File: src/rtl/alu_core_if.sv
// alu_core_if: operand/control/result bundle for the execute-stage ALU.
//   ALU_control [3:0]  operation select          (master -> slave)
//   in_A        [31:0] operand A                 (master -> slave)
//   in_B        [31:0] operand B / shift amount  (master -> slave)
//   out         [31:0] registered result         (slave  -> master)
// There is no handshake: every clock cycle carries a valid operation.
interface alu_core_if;
    logic [3:0]  ALU_control;
    logic [31:0] in_A;
    logic [31:0] in_B;
    logic [31:0] out;

    modport master (
        output ALU_control,
        output in_A,
        output in_B,
        input  out
    );

    modport slave (
        input  ALU_control,
        input  in_A,
        input  in_B,
        output out
    );
endinterface

File: src/rtl/alu_core.sv
// alu_core: 32-bit registered arithmetic/logic unit for the execute stage.
// One of sixteen operations is selected by ALU_control and applied to
// in_A/in_B. The result is registered and appears on out one cycle later.
//   clk    system clock, rising edge
//   rst_n  asynchronous active-low reset; forces out to zero immediately
//   bus    alu_core_if.slave: ALU_control, in_A, in_B in; out out
module alu_core (
    input  logic       clk,
    input  logic       rst_n,
    alu_core_if.slave  bus
);

    typedef enum logic [3:0] {
        OP_ADD   = 4'd0,
        OP_SUB   = 4'd1,
        OP_AND   = 4'd2,
        OP_OR    = 4'd3,
        OP_XOR   = 4'd4,
        OP_SLL   = 4'd5,
        OP_SRL   = 4'd6,
        OP_SRA   = 4'd7,
        OP_SLT   = 4'd8,
        OP_SLTU  = 4'd9,
        OP_NOR   = 4'd10,
        OP_MUL   = 4'd11,
        OP_PASSA = 4'd12,
        OP_PASSB = 4'd13,
        OP_LUI   = 4'd14,
        OP_ZERO  = 4'd15
    } alu_op_e;

    alu_op_e     op;
    logic [4:0]  shamt;
    logic [31:0] out_d;
    logic [31:0] out_q;

    assign op    = alu_op_e'(bus.ALU_control);
    // Only the low five bits of in_B are a shift amount, so shifts never
    // reach 32 or more.
    assign shamt = bus.in_B[4:0];

    always_comb begin
        out_d = '0;
        unique case (op)
            OP_ADD:   out_d = bus.in_A + bus.in_B;
            OP_SUB:   out_d = bus.in_A - bus.in_B;
            OP_AND:   out_d = bus.in_A & bus.in_B;
            OP_OR:    out_d = bus.in_A | bus.in_B;
            OP_XOR:   out_d = bus.in_A ^ bus.in_B;
            OP_SLL:   out_d = bus.in_A << shamt;
            OP_SRL:   out_d = bus.in_A >> shamt;
            OP_SRA:   out_d = $unsigned($signed(bus.in_A) >>> shamt);
            OP_SLT:   out_d = {31'd0, $signed(bus.in_A) < $signed(bus.in_B)};
            OP_SLTU:  out_d = {31'd0, bus.in_A < bus.in_B};
            OP_NOR:   out_d = ~(bus.in_A | bus.in_B);
            // Low 32 bits are identical for signed and unsigned operands.
            OP_MUL:   out_d = bus.in_A * bus.in_B;
            OP_PASSA: out_d = bus.in_A;
            OP_PASSB: out_d = bus.in_B;
            OP_LUI:   out_d = {bus.in_B[15:0], 16'd0};
            OP_ZERO:  out_d = '0;
            default:  out_d = '0;
        endcase
    end

    always_ff @(posedge clk or negedge rst_n) begin
        if (!rst_n) begin
            out_q <= '0;
        end else begin
            out_q <= out_d;
        end
    end

    assign bus.out = out_q;

endmodule

File: src/flat_wrapper.sv
// flat-port wrapper written by rule: the top's interface ports become plain ports
module alu_core_flat 
  (clk, rst_n, bus_ALU_control, bus_in_A, bus_in_B, bus_out);
  alu_core_if bus_i ();
  input  logic clk;
  input  logic rst_n;
  input wire logic [$bits(bus_i.ALU_control)-1:0] bus_ALU_control;
  input wire logic [$bits(bus_i.in_A)-1:0] bus_in_A;
  input wire logic [$bits(bus_i.in_B)-1:0] bus_in_B;
  output wire logic [$bits(bus_i.out)-1:0] bus_out;
  assign bus_i.ALU_control = bus_ALU_control;
  assign bus_i.in_A = bus_in_A;
  assign bus_i.in_B = bus_in_B;
  assign bus_out = bus_i.out;
  alu_core u_core (.clk(clk), .rst_n(rst_n), .bus(bus_i));
endmodule
File: config.mk
export PLATFORM = sky130hd
export DESIGN_NAME = alu_core_flat
export DESIGN_NICKNAME = d
export VERILOG_FILES = /design/src/rtl/alu_core_if.sv /design/src/rtl/alu_core.sv /design/src/flat_wrapper.sv
export SDC_FILE = /design/constraint.sdc
export NUM_CORES = 2
export LEC_CHECK = 0
export CAP_MARGIN = 20
export CORE_MARGIN = 2
export CORE_UTILIZATION = 45
export CTS_BUF_LIST = sky130_fd_sc_hd__clkbuf_4
export CTS_CLUSTER_DIAMETER = 150
export DETAILED_ROUTE_END_ITERATION = 8
export GPL_ROUTABILITY_DRIVEN = 1
export PLACE_DENSITY_LB_ADDON = 0.08
export SLEW_MARGIN = 20
export SYNTH_ARGS = -nofsm -noshare
export SYNTH_HDL_FRONTEND = slang
export SYNTH_SLANG_ARGS = --single-unit
File: constraint.sdc
create_clock -name clk -period 0.9 [get_ports clk]
set_input_delay 0.18 -clock clk [delete_from_list [all_inputs] [get_ports clk]]
set_output_delay 0.18 -clock clk [all_outputs]
set_load 0.03 [all_outputs]
==> reports/metrics.yaml, run 1 <==
yosys:
  synthesis.nets: 3888
  syn-cell-area_sq_um: 25220
  synth_area_leaders: "fa_1, ha_1, nor2_1"
  synthFlopType: "dfrtp_1"
  yosysMostFrequentCell: "nor2_1"
  synthDistinctLibCells: 90
  yosys.area.top_type: "fa_1"
  synth.top_cell.area_share_pct: 32.54
  ys_seq_area_share_pct: 3.175
  syn_inst: 3188
  yosysWarningCount: 0
  synth-edff-count: 0
  ys_top_cells_by_count: "nor2_1, inv_1, fa_1, nand2_1, ha_1"
  yosys_register_bits: 32
  syn_area_per_cell_sq_um: 7.912
  synth-async-reset-ratio_pct: 100.0
clock_tree:
  cts_root_buf: "clkbuf_4"
  htreeDepth: 2
  clockBufferDepth: 2
  cts_inserted_buffers: 5
  holdBufCountCts: 0
  cts.sinks: 32
global_route:
  grt-ovfl-total: 20
  grt_pass1_wl_um: 259700
  track_usage_pct: 64.81
  grt_pass1_vias: 35190
  grt_start_max_net_pins: 46
floorplanning:
  die_w_um: 240.8
  rows: 86
  start_util_pct: 45.61
  io_pins: 102
  die_h_um: 240.8
run_status:
  lastStage: "5_1_grt"
  stop_error: "[ERROR GRT-0116] Global routing finished with congestion. Check the congestion regions in the DRC Viewer."
  outcome: "aborted with a tool error"
placement:
  portBuffers: 101
  gp_congestion: 1.134
  hpwl_um: 121500
  dp.cells: 4714
## stage by stage
step           area, sq um  setup slack [ns]  setup TNS [ns]
3_5_place_dp         33840            -7.321         -192.84
4_1_cts              38090            -6.034         -161.15
3_3_place_gp         33840            -7.060         -188.17
2_1_floorplan        25950            -5.991         -149.96
## what timing repair did
action / in CTS
setup endpoints to repair: 64
buffers inserted: 145
gates resized for setup: 812
gates cloned: 6
pin swaps: 270
## cells by family after synthesis
group | count (synthesis) | share of synthesized area [%]
AOI/OAI and AO/OA | 580 | 15.78
xor gates and xnor gates | 88 | 3.056
adders and majority gates | 631 | 43.49
buffers and inverters | 702 | 10.65
DFF | 32 | 3.175
muxes | 95 | 6.300
and+or+nand+nor | 1060 | 17.54
## per-layer routing
metal  track usage (%)  GRT overflow
met3             42.73             1
met5             21.30             0
met2             83.86             6
met1             70.27             3
met4             55.89            10
==> inputs of run 2 (changes only) <==
--- a/config.mk
+++ b/config.mk
@@ -7,12 +7,10 @@
 export LEC_CHECK = 0
 export CAP_MARGIN = 20
 export CORE_MARGIN = 2
-export CORE_UTILIZATION = 45
-export CTS_BUF_LIST = sky130_fd_sc_hd__clkbuf_4
-export CTS_CLUSTER_DIAMETER = 150
+export CORE_UTILIZATION = 30
 export DETAILED_ROUTE_END_ITERATION = 8
 export GPL_ROUTABILITY_DRIVEN = 1
-export PLACE_DENSITY_LB_ADDON = 0.08
+export PLACE_DENSITY_LB_ADDON = 0.15
 export SLEW_MARGIN = 20
 export SYNTH_ARGS = -nofsm -noshare
 export SYNTH_HDL_FRONTEND = slang
==> reports/metrics.yaml, run 2 <==
run_status:
  outcome: "finished, violations left"
  failed_checks: "setup timing"
yosys:
  synth-edff-count: 0
  syn_inst: 3188
  yosysMostFrequentCell: "nor2_1"
  synthDistinctLibCells: 90
  yosysWarningCount: 0
  yosys_register_bits: 32
  yosys.area.top_type: "fa_1"
  ys_top_cells_by_count: "nor2_1, inv_1, fa_1, nand2_1, ha_1"
  synthesis.nets: 3888
  synthFlopType: "dfrtp_1"
  syn_area_per_cell_sq_um: 7.912
  syn-cell-area_sq_um: 25220
  synth.top_cell.area_share_pct: 32.54
  synth-async-reset-ratio_pct: 100.0
  synth_area_leaders: "fa_1, ha_1, nor2_1"
  ys_seq_area_share_pct: 3.175
detailed_routing:
  drc: 0
  drt_iter0_drc: 3040
  wl_per_cell_um: 28.73
  wl_um: 147200
  via_per_inst: 5.490
  ant_nets: 0
  drtPass1Iterations: 6
  vias: 28130
floorplanning:
  die_area_sq_um: 86420
  core-area_sq_um: 83420
  io_pins: 102
  start_util_pct: 30.24
  die_w_um: 294.0
  rows: 106
  die_h_um: 294.0
critical_path:
  path_max_fanout: 4
  cp_num_cells: 27
  endpoint_kind: "flop"
  startpoint_type: "input port"
  cp_slowest_cell: "fa_1"
  critPathKind: "in -> reg"
  critical-path-top-delay-family: "adder cells"
  arrival_ns: 7.29
  cpPeakStageDelay_ns: 0.57
  critPathBufInv: 7
  required_ns: 1.07
  crit_top_cell: "fa_1"
global_route:
  grt-ovfl-total: 0
  grt_start_max_net_pins: 71
  antenna_found_initial: 4
  grt_pass1_vias: 28880
  grt_pass1_wl_um: 209200
  track_usage_pct: 33.98
sta:
  fmax_mhz: 140.4
  post-route-period-util_pct: 791.3
  slew-limit-headroom_pct: 14.49
  maxSlewViolCount: 0
  rsz0062_at_grt: "true"
  hold_viol_final: 0
  setup_viol: 64
  layout_setup_ws_ns: -6.222
  period_minus_slack_ns: 7.122
  worstMarginPinSlew_ns: 1.272
cells_and_area:
  drive_gt1_share_pct: 38.20
  final_common_cell: "buf_4"
  finalNetCount: 4741
  layout.cells.non_filler: 5124
  areaGrowthSynthToFinish_pct: 53.14
  final_cell_mix: "buf_4, nor2_1, inv_1, fa_1, nand2_1"
  largest_reg_flops: 32
  fillers: 8252
  postLayoutCoreUtil_pct: 46.30
power_and_ir_drop:
  combPwrFrac_pct: 97.5
  netSwitchingPower_uw: 89700
  pwr-share-clk_pct: 1.2
  seqPwrFrac_pct: 1.2
  swShare_pct: 49.86
  leakagePower_uw: 0.01793
  power_density_nw_per_um2: 4657
  p_int_uw: 90200
  peakVddDrop_v: 0.006508
clock_tree:
  cts_root_buf: "clkbuf_16"
  clockBufferDepth: 2
  cts_inserted_buffers: 5
  cts_tree: "built"
  cts.sinks: 32
  htreeDepth: 2
  clk_pin_slew_ns: 0.06
placement:
  hpwl_um: 120900
  place_ws_ns: -7.277
  dp.cells: 5002
  portBuffers: 101
  gp_congestion: 1.039
hold_path:
  hp-class: "in -> async"
job:
  cap_viol_max_count: 0
-- run 2: power groups by stage --
stage	Clock, uW	Combinational (uW)	Sequential (uW)
6_report	2220	175000	2200
5_1_grt	2320	182000	2230
4_1_cts	2250	167000	2220
3_5_place_dp	0	124000	2140
3_3_place_gp	0	124000	2140
2_1_floorplan	0	80700	3130
-- run 2: worst paths after layout --
path,start,endpoint
max,bus_in_A[13],u_core.bus.out[31]$_DFF_PN0_
min,rst_n,u_core.bus.out[11]$_DFF_PN0_
max in group asynchronous,rst_n,u_core.bus.out[26]$_DFF_PN0_
min in group clk,bus_in_B[9],u_core.bus.out[10]$_DFF_PN0_
-- run 2: area by class of cell --
class                   instances  area [sq um]  area share, %
repair buffers               1062          9889          25.60
clock buffers                   7         152.6         0.3952
inverters                     486          2001          5.179
clock inverters                 1         30.03        0.07774
diodes                          2         5.005        0.01296
multi-input cells            2454         24400          63.16
flip-flops and latches         32         800.8          2.073
well taps                    1080          1351          3.498
-- run 2: what timing repair did --
item | 4_1_cts | 5_1_grt
cloned | 9 | 2
pin swaps | 255 | 137
resized for setup | 746 | 163
hold buffers | 0 | 0
buffers inserted | 97 | 40
endpoints found under the setup margin | 64 | 64
-- run 2: kinds of logic after synthesis --
family          after synthesis  share of synthesized area, %
xor+xnor                     88                         3.056
mux                          95                         6.300
flops                        32                         3.175
buf+inv                     702                         10.65
compound gates              580                         15.78
fa+ha+maj                   631                         43.49
simple gates               1060                         17.54
-- run 2: per-stage QoR --
step / cell area, sq um / total power, uW / hold slack, ns / setup TNS, ns
after floorplan: 25950 / 83810 / -0.1156 / -149.96
after global placement: 34010 / 125700 / 0.5686 / -188.72
after detailed placement: 34010 / 126100 / 0.5689 / -188.84
after CTS: 37770 / 171700 / 0.2561 / -160.51
after global routing: 38620 / 187000 / 0.2710 / -164.61
final: 38630 / 179900 / 0.2505 / -159.79
-- run 2: per-layer routing --
metal	part of all wire (%)	track usage (%)	vias to the layer above
met5	0.016	0	-
met4	6.8	17.92	4
met3	9.3	7.069	406
met2	43	51.86	1517
met1	41	45.14	14010
li1	-	-	12200
(Power assumes the default switching activity.)
